[config.mk]
export PLATFORM = sky130hd
export DESIGN_NAME = mdio_responder
export DESIGN_NICKNAME = d
export VERILOG_FILES = /design/src/rtl/mdio_pkg.sv /design/src/rtl/mdio_sync_edge.sv /design/src/rtl/mdio_responder.sv
export SDC_FILE = /design/constraint.sdc
export NUM_CORES = 1
export LEC_CHECK = 0
export BUFFER_PORTS_ARGS = -buffer_cell sky130_fd_sc_hd__clkbuf_2
export CORE_AREA = 3 3 225 227
export DETAILED_ROUTE_END_ITERATION = 8
export DIE_AREA = 0 0 228 230
export HOLD_SLACK_MARGIN = 0.15
export PLACE_DENSITY_LB_ADDON = 0.3
export SLEW_MARGIN = 40
export SYNTH_ARGS = -nofsm -noshare
export SYNTH_HDL_FRONTEND = slang
export SYNTH_HIERARCHICAL = 1
export SYNTH_SLANG_ARGS = --single-unit
[constraint.sdc]
create_clock -name sys_clk -period 3 [get_ports sys_clk]
set_clock_uncertainty 0.05 [all_clocks]
set_input_delay 0.9 -clock sys_clk [delete_from_list [all_inputs] [get_ports sys_clk]]
set_output_delay 0.9 -clock sys_clk [all_outputs]
set_load 0.02 [all_outputs]
[src/rtl/mdio_pkg.sv]
// mdio_pkg: shared FSM states, opcodes and register indices for the MDIO responder.
package mdio_pkg;
   typedef enum logic [3:0] {
      S_IDLE, S_PRE, S_ST, S_OP, S_PHYAD, S_REGAD, S_TA, S_DATA, S_SKIP
   } state_t;
   localparam logic [1:0] OP_RD = 2'b10;
   localparam logic [1:0] OP_WR = 2'b01;
   localparam logic [4:0] REG_BMCR = 5'd0;
   localparam logic [4:0] REG_BMSR = 5'd1;
   localparam logic [4:0] REG_ID1 = 5'd2;
   localparam logic [4:0] REG_ID2 = 5'd3;
   localparam logic [15:0] BMSR_RST = 16'h7949;
endpackage

[src/rtl/mdio_sync_edge.sv]
// mdio_sync_edge: 2-FF synchronizers for MDC/MDIO with registered MDC rise/fall pulses.
// o_mdio is the MDIO sample aligned with the o_rise pulse.
module mdio_sync_edge (
   input  logic i_clk,
   input  logic i_rst_n,
   input  logic i_mdc,
   input  logic i_mdio,
   output logic o_rise,
   output logic o_fall,
   output logic o_mdio
);
   logic [1:0] r_mdc_s, r_mdio_s;
   logic       r_mdc_d;
   always_ff @(posedge i_clk or negedge i_rst_n)
      if (!i_rst_n) begin
         r_mdc_s  <= 2'b00;
         r_mdio_s <= 2'b11;
         r_mdc_d  <= 1'b0;
         o_mdio   <= 1'b1;
         o_rise   <= 1'b0;
         o_fall   <= 1'b0;
      end else begin
         r_mdc_s  <= {r_mdc_s[0], i_mdc};
         r_mdio_s <= {r_mdio_s[0], i_mdio};
         r_mdc_d  <= r_mdc_s[1];
         o_mdio   <= r_mdio_s[1];
         o_rise   <= r_mdc_s[1] & ~r_mdc_d;
         o_fall   <= ~r_mdc_s[1] & r_mdc_d;
      end
endmodule

[src/rtl/mdio_responder.sv]
// mdio_responder: clause-22 MDIO slave with a 32x16 register file, oversampled on sys_clk.
// Define MDIO_PREAMBLE_SUPPRESS_EN to accept frames after a single preamble 1 (BMSR bit6 = 1).
module mdio_responder
   import mdio_pkg::*;
#(
   parameter logic [4:0]  PHY_ADDR = 5'd1,
   parameter logic [15:0] PHY_ID1  = 16'h0022,
   parameter logic [15:0] PHY_ID2  = 16'h1622,
   parameter int          PRE_LEN  = 32
) (
   input  logic        sys_clk,
   input  logic        sys_rst_n,
   input  logic        mdc,
   input  logic        mdio_i,
   output logic        mdio_o,
   output logic        mdio_oe,
   input  logic        link_up,
   output logic        wr_strobe,
   output logic [4:0]  wr_addr,
   output logic [15:0] wr_data,
   output logic        frame_err
);
   logic w_rise, w_fall, w_bit;
   state_t r_state, w_nxt;
   logic [4:0] r_bcnt, w_bcnt_nxt;
   logic [5:0] r_pre;
   logic w_err, w_last, w_pre_ok, w_wr_en, w_ta_drv, w_dat_drv;
   logic r_op, r_rd, r_wr, r_match, r_ta0, r_srst;
   logic [3:0] r_phy, r_reg;
   logic [4:0] r_addr;
   logic [14:0] r_sh;
   logic [15:0] r_rd_data, w_rd_val, w_wdata, w_bmsr;
   logic [1:0] w_op;
   logic [4:0] w_phy, w_reg;
   logic [15:0] r_regs [32];

   mdio_sync_edge u_sync (
      .i_clk  (sys_clk),
      .i_rst_n(sys_rst_n),
      .i_mdc  (mdc),
      .i_mdio (mdio_i),
      .o_rise (w_rise),
      .o_fall (w_fall),
      .o_mdio (w_bit)
   );

`ifdef MDIO_PREAMBLE_SUPPRESS_EN
   localparam logic BMSR_PS = 1'b1;
   assign w_pre_ok = r_pre != 6'd0;
`else
   localparam logic BMSR_PS = 1'b0;
   localparam logic [5:0] PRE_MIN = 6'(PRE_LEN);
   assign w_pre_ok = r_pre >= PRE_MIN;
`endif

   assign w_last  = r_bcnt == 5'd0;
   assign w_op    = {r_op, w_bit};
   assign w_phy   = {r_phy, w_bit};
   assign w_reg   = {r_reg, w_bit};
   assign w_wdata = {r_sh, w_bit};
   assign w_bmsr  = {BMSR_RST[15:7], BMSR_PS, BMSR_RST[5:3], link_up, BMSR_RST[1:0]};
   assign w_rd_val = (w_reg == REG_BMSR) ? w_bmsr :
                     (w_reg == REG_ID1)  ? PHY_ID1 :
                     (w_reg == REG_ID2)  ? PHY_ID2 : r_regs[w_reg];
   assign w_wr_en = w_rise && r_state == S_DATA && w_last && r_wr &&
                    r_addr != REG_BMSR && r_addr != REG_ID1 && r_addr != REG_ID2;
   assign w_ta_drv  = r_state == S_TA && w_last && r_rd;
   assign w_dat_drv = r_state == S_DATA && r_rd;

   always_comb begin
      w_nxt = r_state;
      w_bcnt_nxt = r_bcnt - 5'd1;
      w_err = 1'b0;
      case (r_state)
         S_IDLE, S_PRE: begin
            w_nxt = (!w_bit && w_pre_ok) ? S_ST : S_PRE;
            w_bcnt_nxt = 5'd0;
         end
         S_ST: begin
            w_err = !w_bit;
            w_nxt = w_bit ? S_OP : S_IDLE;
            w_bcnt_nxt = 5'd1;
         end
         S_OP: if (w_last) begin
            w_err = w_op != OP_RD && w_op != OP_WR;
            w_nxt = w_err ? S_SKIP : S_PHYAD;
            w_bcnt_nxt = w_err ? 5'd27 : 5'd4;
         end
         S_PHYAD: if (w_last) begin
            w_nxt = S_REGAD;
            w_bcnt_nxt = 5'd4;
         end
         S_REGAD: if (w_last) begin
            w_nxt = r_match ? S_TA : S_SKIP;
            w_bcnt_nxt = r_match ? 5'd1 : 5'd17;
         end
         S_TA: if (w_last) begin
            w_err = r_wr && !(r_ta0 && !w_bit);
            w_nxt = w_err ? S_SKIP : S_DATA;
            w_bcnt_nxt = 5'd15;
         end
         S_DATA, S_SKIP: if (w_last) w_nxt = S_IDLE;
         default: w_nxt = S_IDLE;
      endcase
   end

   always_ff @(posedge sys_clk or negedge sys_rst_n)
      if (!sys_rst_n) begin
         r_state   <= S_IDLE;
         r_bcnt    <= 5'd0;
         frame_err <= 1'b0;
      end else begin
         frame_err <= w_rise && w_err;
         if (w_rise) begin
            r_state <= w_nxt;
            r_bcnt  <= w_bcnt_nxt;
         end
      end

   // frame field capture, one bit per detected MDC rise
   always_ff @(posedge sys_clk or negedge sys_rst_n)
      if (!sys_rst_n) begin
         r_pre     <= 6'd0;
         r_op      <= 1'b0;
         r_rd      <= 1'b0;
         r_wr      <= 1'b0;
         r_phy     <= 4'd0;
         r_match   <= 1'b0;
         r_reg     <= 4'd0;
         r_addr    <= 5'd0;
         r_rd_data <= 16'd0;
         r_ta0     <= 1'b0;
         r_sh      <= 15'd0;
      end else if (w_rise) begin
         if (r_state == S_IDLE || r_state == S_PRE)
            r_pre <= !w_bit ? 6'd0 : (r_pre == 6'd32) ? r_pre : r_pre + 6'd1;
         if (r_state == S_OP && !w_last) r_op <= w_bit;
         if (r_state == S_OP && w_last) begin
            r_rd <= w_op == OP_RD;
            r_wr <= w_op == OP_WR;
         end
         if (r_state == S_PHYAD) r_phy <= w_phy[3:0];
         if (r_state == S_PHYAD && w_last) r_match <= w_phy == PHY_ADDR;
         if (r_state == S_REGAD) r_reg <= w_reg[3:0];
         if (r_state == S_REGAD && w_last) begin
            r_addr    <= w_reg;
            r_rd_data <= w_rd_val;
         end
         if (r_state == S_TA && !w_last) r_ta0 <= w_bit;
         if (r_state == S_DATA) r_sh <= w_wdata[14:0];
      end

   always_ff @(posedge sys_clk or negedge sys_rst_n)
      if (!sys_rst_n) begin
         wr_strobe <= 1'b0;
         wr_addr   <= 5'd0;
         wr_data   <= 16'd0;
         r_srst    <= 1'b0;
      end else begin
         wr_strobe <= w_wr_en;
         r_srst    <= w_wr_en && r_addr == REG_BMCR && w_wdata[15];
         if (w_wr_en) begin
            wr_addr <= r_addr;
            wr_data <= w_wdata;
         end
      end

   // BMCR bit15 never stores; it triggers r_srst which clears the file next cycle
   always_ff @(posedge sys_clk or negedge sys_rst_n)
      if (!sys_rst_n) begin
         for (int i = 0; i < 32; i++) r_regs[i] <= 16'd0;
      end else if (r_srst) begin
         for (int i = 0; i < 32; i++) r_regs[i] <= 16'd0;
      end else if (w_wr_en) begin
         r_regs[r_addr] <= (r_addr == REG_BMCR) ? {1'b0, w_wdata[14:0]} : w_wdata;
      end

   always_ff @(posedge sys_clk or negedge sys_rst_n)
      if (!sys_rst_n) begin
         mdio_o  <= 1'b1;
         mdio_oe <= 1'b0;
      end else if (w_fall) begin
         mdio_oe <= w_ta_drv | w_dat_drv;
         mdio_o  <= w_dat_drv ? r_rd_data[r_bcnt[3:0]] : !w_ta_drv;
      end
endmodule

==> flow_metrics.py, run 1 <==
metrics = {
    "clocking": {
        "cts_setup_buffers": 0,
        "ctsResizeCount": 0,
        "clock_sinks": 603,
        "h-tree-depth": 2,
        "cts_hold_buf": 0,
        "clock_path_buffers": 3,
        "cts-root-buf": "clkbuf_16",
        "cts_buffers": 60,
    },
    "global_routing": {
        "grt_pass1_vias": 20200,
        "grt_pass1_wl_um": 124300,
        "grt_max_degree": 68,
        "grt_usage": 0.3099,
        "antenna_found_initial": 0,
        "overflow": 0,
    },
    "logic_synthesis": {
        "synth_warnings": 6,
        "syn_nets": 2300,
        "seq_area_frac_synth": 0.5640,
        "synth_flop_cell": "dfrtp_1",
        "ys_types": 76,
        "ys_ff_latch": 603,
        "synth_edf_count": 0,
        "syn-cell-area_um2": 26760,
        "syn-instance-count": 2290,
        "synth.avg_cell_area_um2": 11.69,
        "async_reset_ff_frac": 1.000,
    },
    "placement": {
        "place_congestion": 0.9413,
        "dpl_cell_area_um2": 28210,
        "placed_cells": 2927,
        "io_buffers": 29,
        "dpl.hpwl_um": 50790,
        "post-place-ws_ps": 249.1,
    },
    "die": {
        "initial_core_util": 0.5479,
        "pin_count": 30,
        "die_w_um": 228,
        "die_h_um": 230,
        "rows": 81,
    },
    "status": {
        "run.stop_error": "Error: net252 3 pin not visited #guides = 34",
        "stop_stage": "detailed routing",
        "status": "did not finish",
    },
}
[synth_stat cells (4+ instances only)]
| cell type | instances | area [um^2] |
|---|---|---|
| dfrtp_1 | 599 | 14990 |
| o21ai_0 | 346 | 1732 |
| mux2_2 | 38 | 427.9 |
| clkbuf_1 | 122 | 457.9 |
| mux4_2 | 127 | 2860 |
| mux2i_1 | 24 | 240.2 |
| a211oi_1 | 5 | 37.54 |
| buf_1 | 5 | 18.77 |
| nand2b_1 | 8 | 50.05 |
| and2_1 | 9 | 56.30 |
| buf_6 | 8 | 90.09 |
| a31oi_1 | 17 | 106.4 |
| nor2b_1 | 62 | 387.9 |
| nand3_1 | 19 | 95.09 |
| nor4_1 | 6 | 37.54 |
| a211o_1 | 5 | 43.79 |
| o2bb2ai_1 | 125 | 1095 |
| buf_2 | 58 | 290.3 |
| a22o_1 | 6 | 52.55 |
| buf_4 | 4 | 30.03 |
| nor2_1 | 32 | 120.1 |
| a41oi_1 | 12 | 105.1 |
| nor3_1 | 11 | 55.05 |
| a22oi_1 | 13 | 97.59 |
| o22ai_1 | 7 | 43.79 |
| a21oi_1 | 28 | 140.1 |
| nand4_1 | 7 | 43.79 |
| inv_1 | 12 | 45.04 |
| ha_1 | 5 | 62.56 |
| dfstp_2 | 4 | 105.1 |
| nand2_1 | 473 | 1775 |
| o2bb2ai_2 | 20 | 300.3 |
| a31oi_4 | 6 | 127.6 |
[logic make-up after synthesis]
logic type	Yosys count	share of synthesized area
adders and majority gates	6	0.002712
buffers and inverters	211	0.03614
and+or+nand+nor	654	0.1069
AOI/OAI and AO/OA	625	0.1578
muxes	189	0.1318
DFF	603	0.5640
xor gates and xnor gates	2	0.0006546
[per-stage QoR]
step             util  hold slack [ps]
3_3_place_gp   0.5769            296.6
4_1_cts        0.6214            180.6
5_1_grt        0.6215            194.6
3_5_place_dp   0.5775            287.8
2_1_floorplan       -            281.2
[layer usage]
| layer | global-route usage |
|---|---|
| met3 | 0.06070 |
| met5 | 0 |
| met1 | 0.4236 |
| met2 | 0.4712 |
| met4 | 0.1734 |
==> run 2, diff against run 1 <==
--- a/config.mk
+++ b/config.mk
@@ -6,11 +6,10 @@
 export NUM_CORES = 1
 export LEC_CHECK = 0
 export BUFFER_PORTS_ARGS = -buffer_cell sky130_fd_sc_hd__clkbuf_2
-export CORE_AREA = 3 3 225 227
+export CORE_AREA = 3 3 263 265
 export DETAILED_ROUTE_END_ITERATION = 8
-export DIE_AREA = 0 0 228 230
-export HOLD_SLACK_MARGIN = 0.15
-export PLACE_DENSITY_LB_ADDON = 0.3
+export DIE_AREA = 0 0 266 268
+export PLACE_DENSITY_LB_ADDON = 0.15
 export SLEW_MARGIN = 40
 export SYNTH_ARGS = -nofsm -noshare
 export SYNTH_HDL_FRONTEND = slang
==> run 2 against run 1 <==
  * The run now ends clean
  * Synthesized cell count unchanged
  * Area after synthesis did not move
  * Global-route usage decreased by 6.1 points
==> flow_metrics.py, run 2 <==
metrics = {
    "global_routing": {
        "overflow": 0,
        "antenna_found_initial": 1,
        "grt_max_degree": 71,
        "grt_usage": 0.2488,
        "grtUsageMet1": 0.3335,
        "grt_pass1_wl_um": 131700,
        "grt.busiest_layer": "met2",
        "gr-usage-met3": 0.05091,
        "grt_pass1_vias": 19590,
        "grt_use_met2": 0.4024,
    },
    "timing": {
        "period_share": 0.9792,
        "relSlewSlack": 0.4165,
        "timing_hold_violations_final": 0,
        "setup_viol": 0,
        "worst_pin_slew_ps": 873.2,
        "layout_setup_ws_ps": 62.32,
        "finalMaxSlewViolations": 0,
        "max_freq_mhz": 340.4,
        "post-route-min-period_ps": 2938,
        "rsz0062_at_grt": "false",
    },
    "min_path": {
        "hold_class": "in2async",
    },
    "setup_path": {
        "path_cells": "inv_1, ha_1, nand4bb_1, or3_1, or3_1, buf_4, a311oi_2, a22o_1",
        "r2r_start": "r_bcnt[1]",
        "endpoint": "r_rd_data[15]",
        "r2r-end": "r_rd_data[15]",
        "worstSetupStartpoint": "r_bcnt[1]",
        "cp_max_fo": 6,
        "critPathSlowestCell": "or3_1",
        "cp_data_arrival_time_ps": 3440,
        "worstPathRequired_ps": 3510,
        "rr_worst_depth": 8,
        "cp_slowest_stage_delay_ps": 580,
        "cp_common_cell": "or3_1",
        "rrSetupSlack_ps": 60,
        "startpoint_type": "register",
        "path_class": "reg2reg",
        "cp-end-kind": "register",
    },
    "route": {
        "drc": 0,
        "drtIter0Drc": 1855,
        "wire_per_inst_um": 26.98,
        "ant_nets": 0,
        "dr.pass1.iters": 5,
        "routed_via_density": 5.944,
        "wirelength_um": 87670,
        "vias": 19320,
    },
    "power_and_ir_drop": {
        "powerDensity_nw_per_um2": 557.2,
        "power_mw": 17.06,
        "ir_drop_v": 0.0003667,
        "leakagePower_nw": 13.15,
    },
    "finish": {
        "final_common_cell": "dfrtp_1",
        "syn_to_final_growth_pct": 14.38,
        "largest_register_ffs": 505,
        "drive_above_1_share": 0.2087,
        "nets": 2334,
        "top_regs": "r_regs x505, r_rd_data x16, wr_data x16",
        "multiInputGateArea_um2": 10780,
        "ff_latch_area_um2": 15110,
        "final.fill_count": 6205,
        "largest-register": "r_regs",
        "n_antenna_cell": 0,
        "layout_common_cells": "dfrtp_1 (595), nand2_1 (471), o21ai_0 (346)",
    },
    "placement": {
        "post-place-ws_ps": -120.1,
        "place_congestion": 0.9108,
        "io_buffers": 29,
        "dpl.hpwl_um": 53380,
    },
    "logic_synthesis": {
        "synth_edf_count": 0,
        "synth_top_area_cell": "dfrtp_1",
        "synth_common_cells": "dfrtp_1 (599), nand2_1 (473), o21ai_0 (346), mux4_2 (127), o2bb2ai_1 (125)",
        "seq_area_frac_synth": 0.5640,
        "yosys.area.top_type_share": 0.5601,
        "async_reset_ff_frac": 1.000,
        "synth.most_common_cell": "dfrtp_1",
        "synth_warnings": 6,
        "synth_area_leaders": "dfrtp_1 (56%), mux4_2 (11%), nand2_1 (6.6%), o21ai_0 (6.5%), o2bb2ai_1 (4.1%)",
        "syn_nets": 2300,
        "ys_ff_latch": 603,
        "ys_types": 76,
        "synth.avg_cell_area_um2": 11.69,
        "syn-cell-area_um2": 26760,
        "syn-instance-count": 2290,
        "synth_flop_cell": "dfrtp_1",
    },
    "clocking": {
        "clock_sinks": 603,
        "path_clk_slew_ps": 60,
        "cts_hold_buf": 0,
        "cts-root-buf": "clkbuf_16",
        "insertion_delay_ps": 620,
        "cts_tree": "built",
        "clock_path_buffers": 3,
        "h-tree-depth": 3,
        "cts_buffers": 69,
    },
    "die": {
        "die_h_um": 268,
        "core_area_um2": 67040,
        "die-area_um2": 71290,
        "initial_core_util": 0.3992,
        "die_w_um": 266,
        "rows": 95,
        "pin_count": 30,
    },
    "status": {
        "status": "finished, final reports clean",
    },
    "job": {
        "drv_cap": 0,
    },
}
-- run 2: final cells by class --
class | count | area share
well taps | 873 | 0.03568
repair buffers | 162 | 0.04422
clock inverters | 20 | 0.005518
clock buffers | 104 | 0.06764
inverters | 12 | 0.001471
flip-flops and latches | 603 | 0.4935
multi-input cells | 1476 | 0.3520
-- run 2: power by group --
group,total (mW),internal [mW],switching (mW)
logic,0.462,0.146,0.316
registers,8.23,8.17,0.0592
clock network,8.37,4.95,3.42
total,17.1,13.3,3.79
-- run 2: worst min-delay path by stage --
stage | start | end | cells past startpoint
6_report | sys_rst_n | r_regs[498] | 1
5_1_grt | sys_rst_n | r_regs[487] | 1
4_1_cts | sys_rst_n | r_regs[498] | 1
3_5_place_dp | u_sync/r_mdc_s[0] | u_sync/r_mdc_s[1] | 0
3_3_place_gp | u_sync/r_mdc_s[0] | u_sync/r_mdc_s[1] | 0
2_1_floorplan | u_sync/r_mdc_s[0] | u_sync/r_mdc_s[1] | 0
-- run 2: metal layers --
| metal | wire (um) | vias to the layer above |
|---|---|---|
| met4 | 3571 | 2 |
| met2 | 41280 | 667 |
| met5 | 13 | - |
| met3 | 5769 | 185 |
| li1 | - | 8321 |
| met1 | 37040 | 10140 |
-- run 2: per-stage QoR --
step                      setup TNS (ps)  std cells  utilization  hold WS (ps)  instance area (um^2)
final                                  0       3250       0.4566         217.7                 30610
after global routing                   0       3250       0.4566         218.5                 30610
after CTS                              0       3244       0.4556         198.8                 30550
after detailed placement          -192.0       3120       0.4220         291.0                 28290
after global placement            -133.5       3120       0.4216         298.7                 28260
after floorplan                        0       2290            -         281.2                 26760
-- run 2: worst max-delay path, delay by kind of cell (launching register included) --
family | cells | cell delay, ps
adders and majority gates | 1 | 200
buffers and inverters | 2 | 370
DFF | 1 | 470
and+or+nand+nor | 3 | 1180
AOI/OAI and AO/OA | 2 | 610
-- run 2: logic make-up (layout without fill, tap and decap cells) --
logic type | after synthesis | after routing | share of synthesized area
simple gates | 654 | 654 | 0.1069
compound gates | 625 | 625 | 0.1578
flops | 603 | 603 | 0.5640
buf+inv | 211 | 298 | 0.03614
mux | 189 | 189 | 0.1318
fa+ha+maj | 6 | 6 | 0.002712
xor+xnor | 2 | 2 | 0.0006546
-- run 2: repair_timing --
item,in CTS,in global routing
gates cloned,0,0
endpoints found under the setup margin,2,68
buffers inserted,0,6
resized for setup,2,2
(Power assumes the default switching activity.)
